### src/rtl/mp8_boot_loader.sv
// MP-8 boot sequencer: holds the CPU in reset, streams a program image into memory, then releases the CPU.
// Optional feature macro MP8_BOOT_ZERO_FILL_EN zero-fills the words above the image before releasing the CPU.
module mp8_boot_loader #(
  parameter int unsigned AW = 5,
  parameter int unsigned DW = 8
) (
  input  logic          i_clk,
  input  logic          i_reset_n,
  input  logic          i_boot_req,
  input  logic          i_ld_valid,
  input  logic [DW-1:0] i_ld_data,
  input  logic          i_ld_last,
  output logic          o_ld_ready,
  input  logic          i_cpu_halted,
  input  logic [AW-1:0] i_cpu_mem_addr,
  input  logic [DW-1:0] i_cpu_mem_wdata,
  input  logic          i_cpu_mem_we,
  output logic [AW-1:0] o_mem_addr,
  output logic [DW-1:0] o_mem_wdata,
  output logic          o_mem_we,
  output logic          o_cpu_reset,
  output logic          o_cpu_start,
  output logic [AW:0]   o_loaded_count,
  output logic          o_err_overflow,
  output logic          o_busy
);

  localparam int unsigned DEPTH     = 2 ** AW;
  localparam logic [AW-1:0] LAST_ADDR = AW'(DEPTH - 1);
  localparam logic [AW:0]   FULL_CNT  = (AW + 1)'(DEPTH);

  typedef enum logic [2:0] {
    S_IDLE  = 3'd0,
    S_LOAD  = 3'd1,
`ifdef MP8_BOOT_ZERO_FILL_EN
    S_FILL  = 3'd2,
`endif
    S_START = 3'd3,
    S_RUN   = 3'd4
  } state_t;

  state_t        r_state;
  state_t        w_next;
  logic [AW-1:0] r_addr;
  logic [AW:0]   r_loaded_count;
  logic          r_err_overflow;
  logic          w_xfer;
  logic          w_at_end;

  assign w_xfer   = (r_state == S_LOAD) && i_ld_valid;
  assign w_at_end = (r_addr == LAST_ADDR);

  // State register
  always_ff @(posedge i_clk) begin
    if (!i_reset_n) r_state <= S_IDLE;
    else            r_state <= w_next;
  end

  // Next-state logic; a byte landing on the top word always ends the image
  always_comb begin
    w_next = r_state;
    case (r_state)
      S_IDLE: if (i_boot_req) w_next = S_LOAD;
      S_LOAD: begin
        if (w_xfer && (i_ld_last || w_at_end)) begin
`ifdef MP8_BOOT_ZERO_FILL_EN
          w_next = w_at_end ? S_START : S_FILL;
`else
          w_next = S_START;
`endif
        end
      end
`ifdef MP8_BOOT_ZERO_FILL_EN
      S_FILL:  if (w_at_end) w_next = S_START;
`endif
      S_START: w_next = S_RUN;
      S_RUN:   if (i_boot_req && i_cpu_halted) w_next = S_IDLE;
      default: w_next = S_IDLE;
    endcase
  end

  // Output decode and memory-port ownership mux
  always_comb begin
    o_ld_ready  = 1'b0;
    o_cpu_reset = 1'b1;
    o_cpu_start = 1'b0;
    o_busy      = 1'b1;
    o_mem_we    = 1'b0;
    o_mem_addr  = r_addr;
    o_mem_wdata = i_ld_data;
    case (r_state)
      S_LOAD: begin
        o_ld_ready = 1'b1;
        o_mem_we   = i_ld_valid;
      end
`ifdef MP8_BOOT_ZERO_FILL_EN
      S_FILL: begin
        o_mem_we    = 1'b1;
        o_mem_wdata = '0;
      end
`endif
      S_START: begin
        o_cpu_reset = 1'b0;
        o_mem_we    = i_cpu_mem_we;
        o_mem_addr  = i_cpu_mem_addr;
        o_mem_wdata = i_cpu_mem_wdata;
      end
      S_RUN: begin
        o_cpu_reset = 1'b0;
        o_cpu_start = 1'b1;
        o_busy      = 1'b0;
        o_mem_we    = i_cpu_mem_we;
        o_mem_addr  = i_cpu_mem_addr;
        o_mem_wdata = i_cpu_mem_wdata;
      end
      default: ;
    endcase
  end

  // Address counter, byte count and overflow flag; the counter never wraps
  always_ff @(posedge i_clk) begin
    if (!i_reset_n) begin
      r_addr         <= '0;
      r_loaded_count <= '0;
      r_err_overflow <= 1'b0;
    end else begin
      case (r_state)
        S_IDLE: begin
          if (i_boot_req) begin
            r_addr         <= '0;
            r_loaded_count <= '0;
            r_err_overflow <= 1'b0;
          end
        end
        S_LOAD: begin
          if (w_xfer) begin
            if (!w_at_end)                  r_addr         <= r_addr + AW'(1);
            if (r_loaded_count != FULL_CNT) r_loaded_count <= r_loaded_count + (AW + 1)'(1);
            if (w_at_end && !i_ld_last)     r_err_overflow <= 1'b1;
          end
        end
`ifdef MP8_BOOT_ZERO_FILL_EN
        S_FILL: if (!w_at_end) r_addr <= r_addr + AW'(1);
`endif
        default: ;
      endcase
    end
  end

  assign o_loaded_count = r_loaded_count;
  assign o_err_overflow = r_err_overflow;

endmodule

### config.mk
export PLATFORM = sky130hd
export DESIGN_NAME = mp8_boot_loader
export DESIGN_NICKNAME = d
export VERILOG_FILES = /design/src/rtl/mp8_boot_loader.sv
export SDC_FILE = /design/constraint.sdc
export NUM_CORES = 1
export LEC_CHECK = 0
export CAP_MARGIN = 40
export CORE_MARGIN = 4
export CORE_UTILIZATION = 29
export CTS_CLUSTER_SIZE = 12
export DETAILED_ROUTE_END_ITERATION = 8
export GPL_TIMING_DRIVEN = 0
export PLACE_DENSITY = 0.67
export SLEW_MARGIN = 20
export SYNTH_ARGS = -nofsm -noshare
export SYNTH_HDL_FRONTEND = slang
export SYNTH_SLANG_ARGS = --single-unit
### constraint.sdc
create_clock -name i_clk -period 2.75 [get_ports i_clk]
set_input_delay 0.275 -clock i_clk [delete_from_list [all_inputs] [get_ports i_clk]]
set_output_delay 0.275 -clock i_clk [all_outputs]
set_load 0.02 [all_outputs]
==> out/metrics.csv, run 1 <==
stage,metric,value,unit
outcome,result of the run,finished clean,
pwr,static power due to leakage,0.000612,uW
critical_path,highest cell delay on the worst timing path,540,ps
critical_path,WS Path Type,register to primary output,
min_path,Tightest Hold Check Type,register to register,
sta,Total Neg Setup Slack,0,ps
sta,endpoints failing setup,0,
clocking,CTS H-Tree Depth,1,
logic_synthesis,share of the synthesized area in the top cell type,29.8,%
final_layout,fraction of final layout cells with drive strength greater than 1,17.5,%
critical_path,Crit path arrival time,2230,ps
global_routing,total grt overflow,0,
global_routing,number of global-route vias before repair,1005,
clocking,TritonCTS buffer count,3,
critical_path,type of element launching the critical path,register,
logic_synthesis,post-synthesis cell type with the largest combined area,sky130_fd_sc_hd__dfxtp_1,
detailed_routing,detailed-route wire length,2770,um
clocking,clock-pin transition on the worst setup and hold timing paths,90,ps
final_layout,final-stage net count,199,
final_layout,final instance area,0.00162,sq mm
final_layout,area grow syn2layout,60.4,%
logic_synthesis,fraction of synthesis flops using an asynchronous set or reset pin,0,%
sta,worst setup skew after layout,1.54,ps
place,GP Congestion,0.809,
critical_path,Crit-path slowest cell,sky130_fd_sc_hd__clkdlybuf4s50_1,
detailed_routing,detailed-route DRC error count,0,
clocking,clock root cell,sky130_fd_sc_hd__clkbuf_4,
pwr,Design Power,518,uW
floorplanning,DIE HEIGHT,66.9,um
sta,Tcrit/Tclk final,91.2,%
logic_synthesis,syn avg cell area,9.24,sq um
global_routing,wire length of the first global-routing pass,4520,um
place,DP Area,0.00159,sq mm
final_layout,Layout fillers,337,
clocking,clock sink count,15,
detailed_routing,drt wl/cell,13.1,um
detailed_routing,number of design-rule violations left by the first detailed-router iteration,12,
critical_path,critical path peak fanout,10,
pwr,power density of the placed cells,321,mW/mm^2
logic_synthesis,most used standard cell by instance count after synthesis,sky130_fd_sc_hd__dfxtp_1,
floorplanning,die extent in x,66.9,um
floorplanning,area of the core,0.00334,sq mm
logic_synthesis,post-synth cell types,39,
sta,Achievable Freq,399,MHz
sta,RSZ-0062 raised after global routing,no,
floorplanning,Ports,53,
floorplanning,die area,0.00448,sq mm
critical_path,data required time of the worst path,2480,ps
clocking,Post-CTS Setup Inserts,0,
sta,max-slew violation count,0,
logic_synthesis,total of warnings raised by yosys,0,
final_layout,number of antenna cells inserted,0,
global_routing,global router's overall resource usage,12.7,%
clocking,insertion delay to the later sink of the worst-skew pair,280,ps
run,Max-Cap Viols,0,
global_routing,initial antenna violation count,0,
logic_synthesis,Seq cells post-synth,15,
pwr,Peak VDD IR,0.000162,V
detailed_routing,via count,978,
sta,Fin. Hold Viols,0,
floorplanning,starting utilization of the core area,30.2,%
logic_synthesis,post-synthesis instance area,0.00101,sq mm
logic_synthesis,cells taking the most area after synthesis,"sky130_fd_sc_hd__dfxtp_1 30%, sky130_fd_sc_hd__mux2_2 16%, sky130_fd_sc_hd__ha_1 5.0%",
logic_synthesis,share of the yosys chip area belonging to registers,29.8,%
detailed_routing,drt first pass iters,4,
clocking,post-cts gate resize count,0,
clocking,TritonCTS clock tree,done,
critical_path,cell type with the highest occurrence count on the critical path,sky130_fd_sc_hd__buf_4,
sta,post-route minimum period,2510,ps
sta,Least-Margin Pin Slew,394,ps
logic_synthesis,predominant post-synthesis flop cell,sky130_fd_sc_hd__dfxtp_1,
place,Port Buffer Count,52,
critical_path,Setup crit end kind,primary output,
detailed_routing,post-detailed-route count of antenna-violating nets,0,
detailed_routing,via/cell ratio,4.61,
sta,Max-slew headroom,73.4,%
logic_synthesis,cells after synthesis,109,
global_routing,largest net degree at the start of global routing,11,
logic_synthesis,leading cell types by count after synthesis,"15 x sky130_fd_sc_hd__dfxtp_1, 14 x sky130_fd_sc_hd__mux2_2, 13 x sky130_fd_sc_hd__nor2_1, 6 x sky130_fd_sc_hd__inv_1, 5 x sky130_fd_sc_hd__nand2_1",
critical_path,ordered list of cells on the worst path,buf_4 > nor2_1 > nand2_1 > nand2_2 > buf_4 > mux2_2 > clkdlybuf4s50_1,
logic_synthesis,number of flops mapped to enable cells by yosys,0,
logic_synthesis,Post-Synthesis Net Count,141,
place,estimated wirelength of the detail-placed design,2200,um
clocking,clock tree buffer depth,2,
floorplanning,floorplan row count,21,
clocking,Hold Buf Count CTS,0,
==> cell type report <==
| type | instances | area (sq um) | area share [%] |
|---|---|---|---|
| Multi-Input combinational cell | 84 | 657 | 40.7 |
| Tap cell | 46 | 57.6 | 3.56 |
| Inverter | 7 | 31.3 | 1.94 |
| Buffer | 3 | 18.8 | 1.16 |
| Clock buffer | 4 | 26.3 | 1.63 |
| Timing Repair Buffer | 53 | 524 | 32.5 |
| Sequential cell | 15 | 300 | 18.6 |
==> power breakdown <==
group | switching, uW | internal, uW
Sequential | 5.61 | 223
Clock | 68.5 | 56.3
Combinational | 71.7 | 93.3
Total | 146 | 372
==> kinds of logic (layout without fill, tap and decap cells) <==
| logic type | Yosys count | count (layout) | synth area share (%) |
|---|---|---|---|
| simple gates | 39 | 39 | 21.4 |
| buf+inv | 10 | 67 | 4.97 |
| fa+ha+maj | 4 | 4 | 4.97 |
| compound gates | 21 | 21 | 17.6 |
| flops | 15 | 15 | 29.8 |
| xor+xnor | 3 | 3 | 2.61 |
| mux | 17 | 17 | 18.6 |
==> layout by cell type, fill, tap and decap left out, drive strengths merged, types with 3 or more instances in the layout <==
master and instances:
clkdlybuf4s50 52, xnor2 3, nand3 4, inv 6
buf 3, dfxtp 15, nor2 13, mux2i 3
mux2 14, ha 4, o21ai 4, clkbuf 5
nand2 6, a21oi 4
==> state kept, by name, indices dropped and copies added, names as in the netlist <==
| name | count |
|---|---|
| o_loaded_count | 6 |
| r_addr | 5 |
| r_state | 3 |
| o_err_overflow | 1 |
==> through the flow <==
step	std cells	setup WS [ps]	hold WS [ps]	util, %
6_report	212	243	499	48.4
5_1_grt	212	106	554	48.4
4_1_cts	212	217	508	48.4
3_5_place_dp	208	536	478	47.6
3_3_place_gp	207	574	469	47.5
2_1_floorplan	109	1020	427	-
==> routing by layer <==
metal  vias up  wire [um]  GRT usage, %
met5         -          0             0
met4         0         12          3.80
met3         2        141          1.52
met2        23       1410          22.4
met1       449       1200          16.1
li1        504          -             -
==> final timing paths <==
check                       from  cells past startpoint  slack [ps]        endpoint
setup reg to reg       r_addr[0]                      7         910       r_addr[4]
hold reg to reg   o_err_overflow                      2         500  o_err_overflow
setup / recovery      r_state[0]                      7         240  o_mem_wdata[5]
hold / removal    o_err_overflow                      2         500  o_err_overflow
==> worst max-delay path: cells and delay by family (launching register included) <==
kind | cells | cell delay, ps
buf+inv | 3 | 910
mux | 1 | 360
flops | 1 | 320
simple gates | 3 | 360
Power figures use the tool's default switching activity.
==> inputs of run 2 (changes only) <==
--- a/config.mk
+++ b/config.mk
@@ -5,6 +5,7 @@
 export SDC_FILE = /design/constraint.sdc
 export NUM_CORES = 1
 export LEC_CHECK = 0
+export ABC_CLOCK_PERIOD_IN_PS = 2750
 export CAP_MARGIN = 40
 export CORE_MARGIN = 4
 export CORE_UTILIZATION = 29
==> results of run 2 <==
No change in the layout: final DEF, timing and power equal those of run 1.
==> inputs of run 3 (changes only) <==
--- a/config.mk
+++ b/config.mk
@@ -5,6 +5,7 @@
 export SDC_FILE = /design/constraint.sdc
 export NUM_CORES = 1
 export LEC_CHECK = 0
+export ABC_AREA = 1
 export ABC_CLOCK_PERIOD_IN_PS = 2750
 export CAP_MARGIN = 40
 export CORE_MARGIN = 4
@@ -12,7 +13,7 @@
 export CTS_CLUSTER_SIZE = 12
 export DETAILED_ROUTE_END_ITERATION = 8
 export GPL_TIMING_DRIVEN = 0
-export PLACE_DENSITY = 0.67
+export PLACE_DENSITY = 0.65
 export SLEW_MARGIN = 20
 export SYNTH_ARGS = -nofsm -noshare
 export SYNTH_HDL_FRONTEND = slang
==> out/metrics.csv, run 3 <==
stage,metric,value,unit,change
clocking,post-cts gate resize count,0,,unchanged
floorplanning,area of the core,0.00366,sq mm,+9.7%
min_path,startpoint of the lowest-slack hold path,o_err_overflow,,
clocking,clock sink count,15,,unchanged
logic_synthesis,Post-Synthesis Net Count,210,,+49%
logic_synthesis,leading cell types by count after synthesis,"67 x sky130_fd_sc_hd__nand2_1, 20 x sky130_fd_sc_hd__nor2_1, 15 x sky130_fd_sc_hd__dfxtp_1, 15 x sky130_fd_sc_hd__inv_1, 11 x sky130_fd_sc_hd__a21oi_1",,
global_routing,wire length of the first global-routing pass,5350,um,+18%
place,estimated wirelength of the detail-placed design,2450,um,+11%
critical_path,ordered list of cells on the worst path,nor2_2 > inv_1 > nor2_2 > inv_2 > nand2_4 > buf_4 > nand2_1 > nand2_1 > clkdlybuf4s50_1,,
sta,Total Neg Setup Slack,0,ps,unchanged
min_path,Tightest Hold Check Type,register to register,,
clocking,insertion delay to the later sink of the worst-skew pair,250,ps,-30 ps
sta,Max-slew headroom,72.4,%,-1.0 points
final_layout,"commonest cells after routing, fill and taps aside","67 x sky130_fd_sc_hd__nand2_1, 52 x sky130_fd_sc_hd__clkdlybuf4s50_1, 20 x sky130_fd_sc_hd__nor2_1",,
detailed_routing,met3 wire len,112,um,-21%
global_routing,largest net degree at the start of global routing,11,,unchanged
detailed_routing,number of design-rule violations left by the first detailed-router iteration,46,,+34
sta,RSZ-0062 raised after global routing,no,,
pwr,static power due to leakage,0.000716,uW,+17%
outcome,result of the run,finished clean,,
detailed_routing,routed length on met2,1530,um,+8.1%
logic_synthesis,syn avg cell area,6.18,sq um,-33%
logic_synthesis,share of the yosys chip area belonging to registers,27.3,%,-2.5 points
logic_synthesis,total of warnings raised by yosys,0,,unchanged
critical_path,Reg-to-Reg End,r_addr[0],,
final_layout,"most common cell after layout, fill and taps aside",sky130_fd_sc_hd__nand2_1,,
detailed_routing,detailed-route wire length,3030,um,+9.4%
critical_path,Setup crit end kind,primary output,,
pwr,Pint,442,uW,+19%
clocking,TritonCTS clock tree,done,,
detailed_routing,via/cell ratio,4.32,,-6.5%
sta,max-slew violation count,0,,unchanged
final_layout,area grow syn2layout,56.9,%,
sta,Tcrit/Tclk final,84.5,%,-6.6 points
pwr,clock group share of total power,26.9,%,+2.8 points
logic_synthesis,predominant post-synthesis flop cell,sky130_fd_sc_hd__dfxtp_1,,
min_path,number of stages on the worst hold path,2,,unchanged
clocking,Post-CTS Setup Inserts,0,,unchanged
logic_synthesis,Seq cells post-synth,15,,unchanged
pwr,logic gate share of total power,36.9,%,+5.0 points
sta,post-route minimum period,2320,ps,-183 ps
clocking,clock root cell,sky130_fd_sc_hd__clkbuf_8,,
logic_synthesis,cells taking the most area after synthesis,"sky130_fd_sc_hd__dfxtp_1 27%, sky130_fd_sc_hd__nand2_1 23%, sky130_fd_sc_hd__nor2_1 6.8%",,
final_layout,"number of standard cells in the layout, taps in and fillers out",282,,+33%
final_layout,max FFs per register,6,,unchanged
final_layout,number of antenna cells inserted,0,,unchanged
logic_synthesis,post-synthesis cell type with the largest combined area,sky130_fd_sc_hd__dfxtp_1,,
run,Max-Cap Viols,0,,unchanged
pwr,power density of the placed cells,386,mW/mm^2,+20%
floorplanning,Ports,53,,unchanged
critical_path,highest cell delay on the worst timing path,610,ps,+70 ps
final_layout,multi-input logic area,704,sq um,+7.2%
logic_synthesis,number of flops mapped to enable cells by yosys,0,,unchanged
logic_synthesis,post-synth cell types,28,,-28%
clocking,CTS H-Tree Depth,1,,unchanged
global_routing,initial antenna violation count,0,,unchanged
global_routing,total grt overflow,0,,unchanged
detailed_routing,drt first pass iters,4,,unchanged
detailed_routing,top layer in use,met4,,
logic_synthesis,share of the synthesized area in the top cell type,27.3,%,-2.5 points
floorplanning,die extent in x,69.6,um,+4.0%
place,GP Congestion,0.794,,-1.9%
detailed_routing,met1 WL,1360,um,+14%
detailed_routing,detailed-route DRC error count,0,,unchanged
critical_path,critical path peak fanout,10,,unchanged
logic_synthesis,fraction of synthesis flops using an asynchronous set or reset pin,0,%,unchanged
sta,Least-Margin Pin Slew,413,ps,+19.1 ps
place,Port Buffer Count,52,,unchanged
global_routing,number of global-route vias before repair,1182,,+18%
critical_path,WS Path Type,register to primary output,,
min_path,WHS Endpoint,o_err_overflow,,
pwr,Switching Power,224,uW,+53%
floorplanning,starting utilization of the core area,30.0,%,-0.14 points
place,number of cells after detailed placement,278,,+34%
floorplanning,floorplan row count,22,,+4.8%
logic_synthesis,post-synthesis instance area,0.00110,sq mm,+9.2%
final_layout,final-stage net count,267,,+34%
critical_path,register-to-register setup slack,1190,ps,+280 ps
critical_path,Reg2Reg Depth,9,,+2
sta,Fin. Hold Viols,0,,unchanged
pwr,sequential fraction of design power,36.2,%,-7.8 points
floorplanning,die area,0.00484,sq mm,+8.1%
detailed_routing,via count,1217,,+24%
logic_synthesis,most used standard cell by instance count after synthesis,sky130_fd_sc_hd__nand2_1,,
detailed_routing,drt wl/cell,10.7,um,-18%
sta,Achievable Freq,430,MHz,+7.9%
pwr,net switching share of the total power,33.6,%,+5.5 points
final_layout,fraction of final layout cells with drive strength greater than 1,10.3,%,-7.2 points
sta,worst setup skew after layout,4.56,ps,+3.02 ps
clocking,clock tree buffer depth,2,,unchanged
critical_path,type of element launching the critical path,register,,
critical_path,Crit-path slowest cell,sky130_fd_sc_hd__clkdlybuf4s50_1,,
clocking,Hold Buf Count CTS,0,,unchanged
critical_path,Crit path arrival time,2050,ps,-180 ps
final_layout,area of all sequential standard cells,300,sq um,unchanged
detailed_routing,post-detailed-route count of antenna-violating nets,0,,unchanged
clocking,clock-pin transition on the worst setup and hold timing paths,60,ps,-30 ps
final_layout,Layout fillers,387,,+15%
clocking,TritonCTS buffer count,3,,unchanged
pwr,Peak VDD IR,0.000275,V,+69%
global_routing,global router's overall resource usage,13.1,%,+0.39 points
sta,endpoints failing setup,0,,unchanged
floorplanning,DIE HEIGHT,69.6,um,+4.0%
critical_path,data required time of the worst path,2480,ps,about the same
logic_synthesis,cells after synthesis,178,,+63%
critical_path,worst reg2reg startpoint,r_addr[0],,
[run 3: cell types whose count changed after synthesis, sizes merged, moves of 3 or more]
cell	before	now
nor3	0	3
mux2i	3	0
nand2	6	74
nand3	4	11
mux2	14	0
inv	6	18
nor2	13	24
a21oi	4	12
[run 3: layer usage]
metal | vias to the layer above | track usage, %
li1 | 670 | -
met1 | 524 | 17.0
met5 | - | 0
met3 | 2 | 2.46
met4 | 0 | 2.60
met2 | 21 | 22.7
[run 3: logic make-up (layout without fill, tap and decap cells)]
family / after synthesis / in the layout / synth area share [%]
AO/OA/AOI/OAI: 18 / 18 / 9.56
XOR/XNOR: 3 / 3 / 2.39
AND/OR/NAND/NOR: 116 / 116 / 47.6
adder cells (fa/ha/maj): 4 / 4 / 4.55
buffers and inverters: 22 / 78 / 8.65
flip-flops: 15 / 15 / 27.3
[run 3: how the worst max path moves through the flow]
stage                           from              to  slack (ps)  depth (start not counted)
after floorplan           r_state[1]   o_mem_addr[2]        1050                          9
after global placement    r_state[1]  o_mem_wdata[1]         680                          9
after detailed placement  r_state[1]   o_mem_addr[2]         660                          9
after CTS                 r_state[1]   o_mem_addr[2]         390                          9
after global routing      r_state[1]  o_mem_wdata[7]         240                          9
final                     r_state[1]  o_mem_wdata[7]         430                          9
[run 3: worst max-delay path, delay by kind of cell (launching register included)]
kind / cells / cell delay [ps]
AND/OR/NAND/NOR: 5 / 520
buffers and inverters: 4 / 930
flip-flops: 1 / 350
[run 3: stage by stage]
step	area (sq um)	power [uW]	setup WS [ps]	utilization [%]	hold slack [ps]
finish	1730	665	426	47.1	469
global route	1730	714	244	47.1	502
CTS	1730	675	392	47.1	472
detailed placement	1680	492	664	45.9	461
global placement	1680	491	679	45.9	444
floorplan	1100	383	1050	-	395
[run 3: cell type report]
cell class / instances / area share, %
Inverter: 19 / 4.13
Buffer: 3 / 1.38
Sequential cell: 15 / 17.4
Tap cell: 48 / 3.48
Clock buffer: 4 / 2.61
Timing Repair Buffer: 52 / 30.2
Multi-Input combinational cell: 141 / 40.8
[run 3: power by group through the flow]
stage / clock [uW] / sequential, uW / combinational, uW
floorplan: 0 / 246 / 137
global placement: 0 / 245 / 245
detailed placement: 0 / 245 / 247
CTS: 186 / 240 / 248
global route: 198 / 243 / 273
finish: 179 / 241 / 246
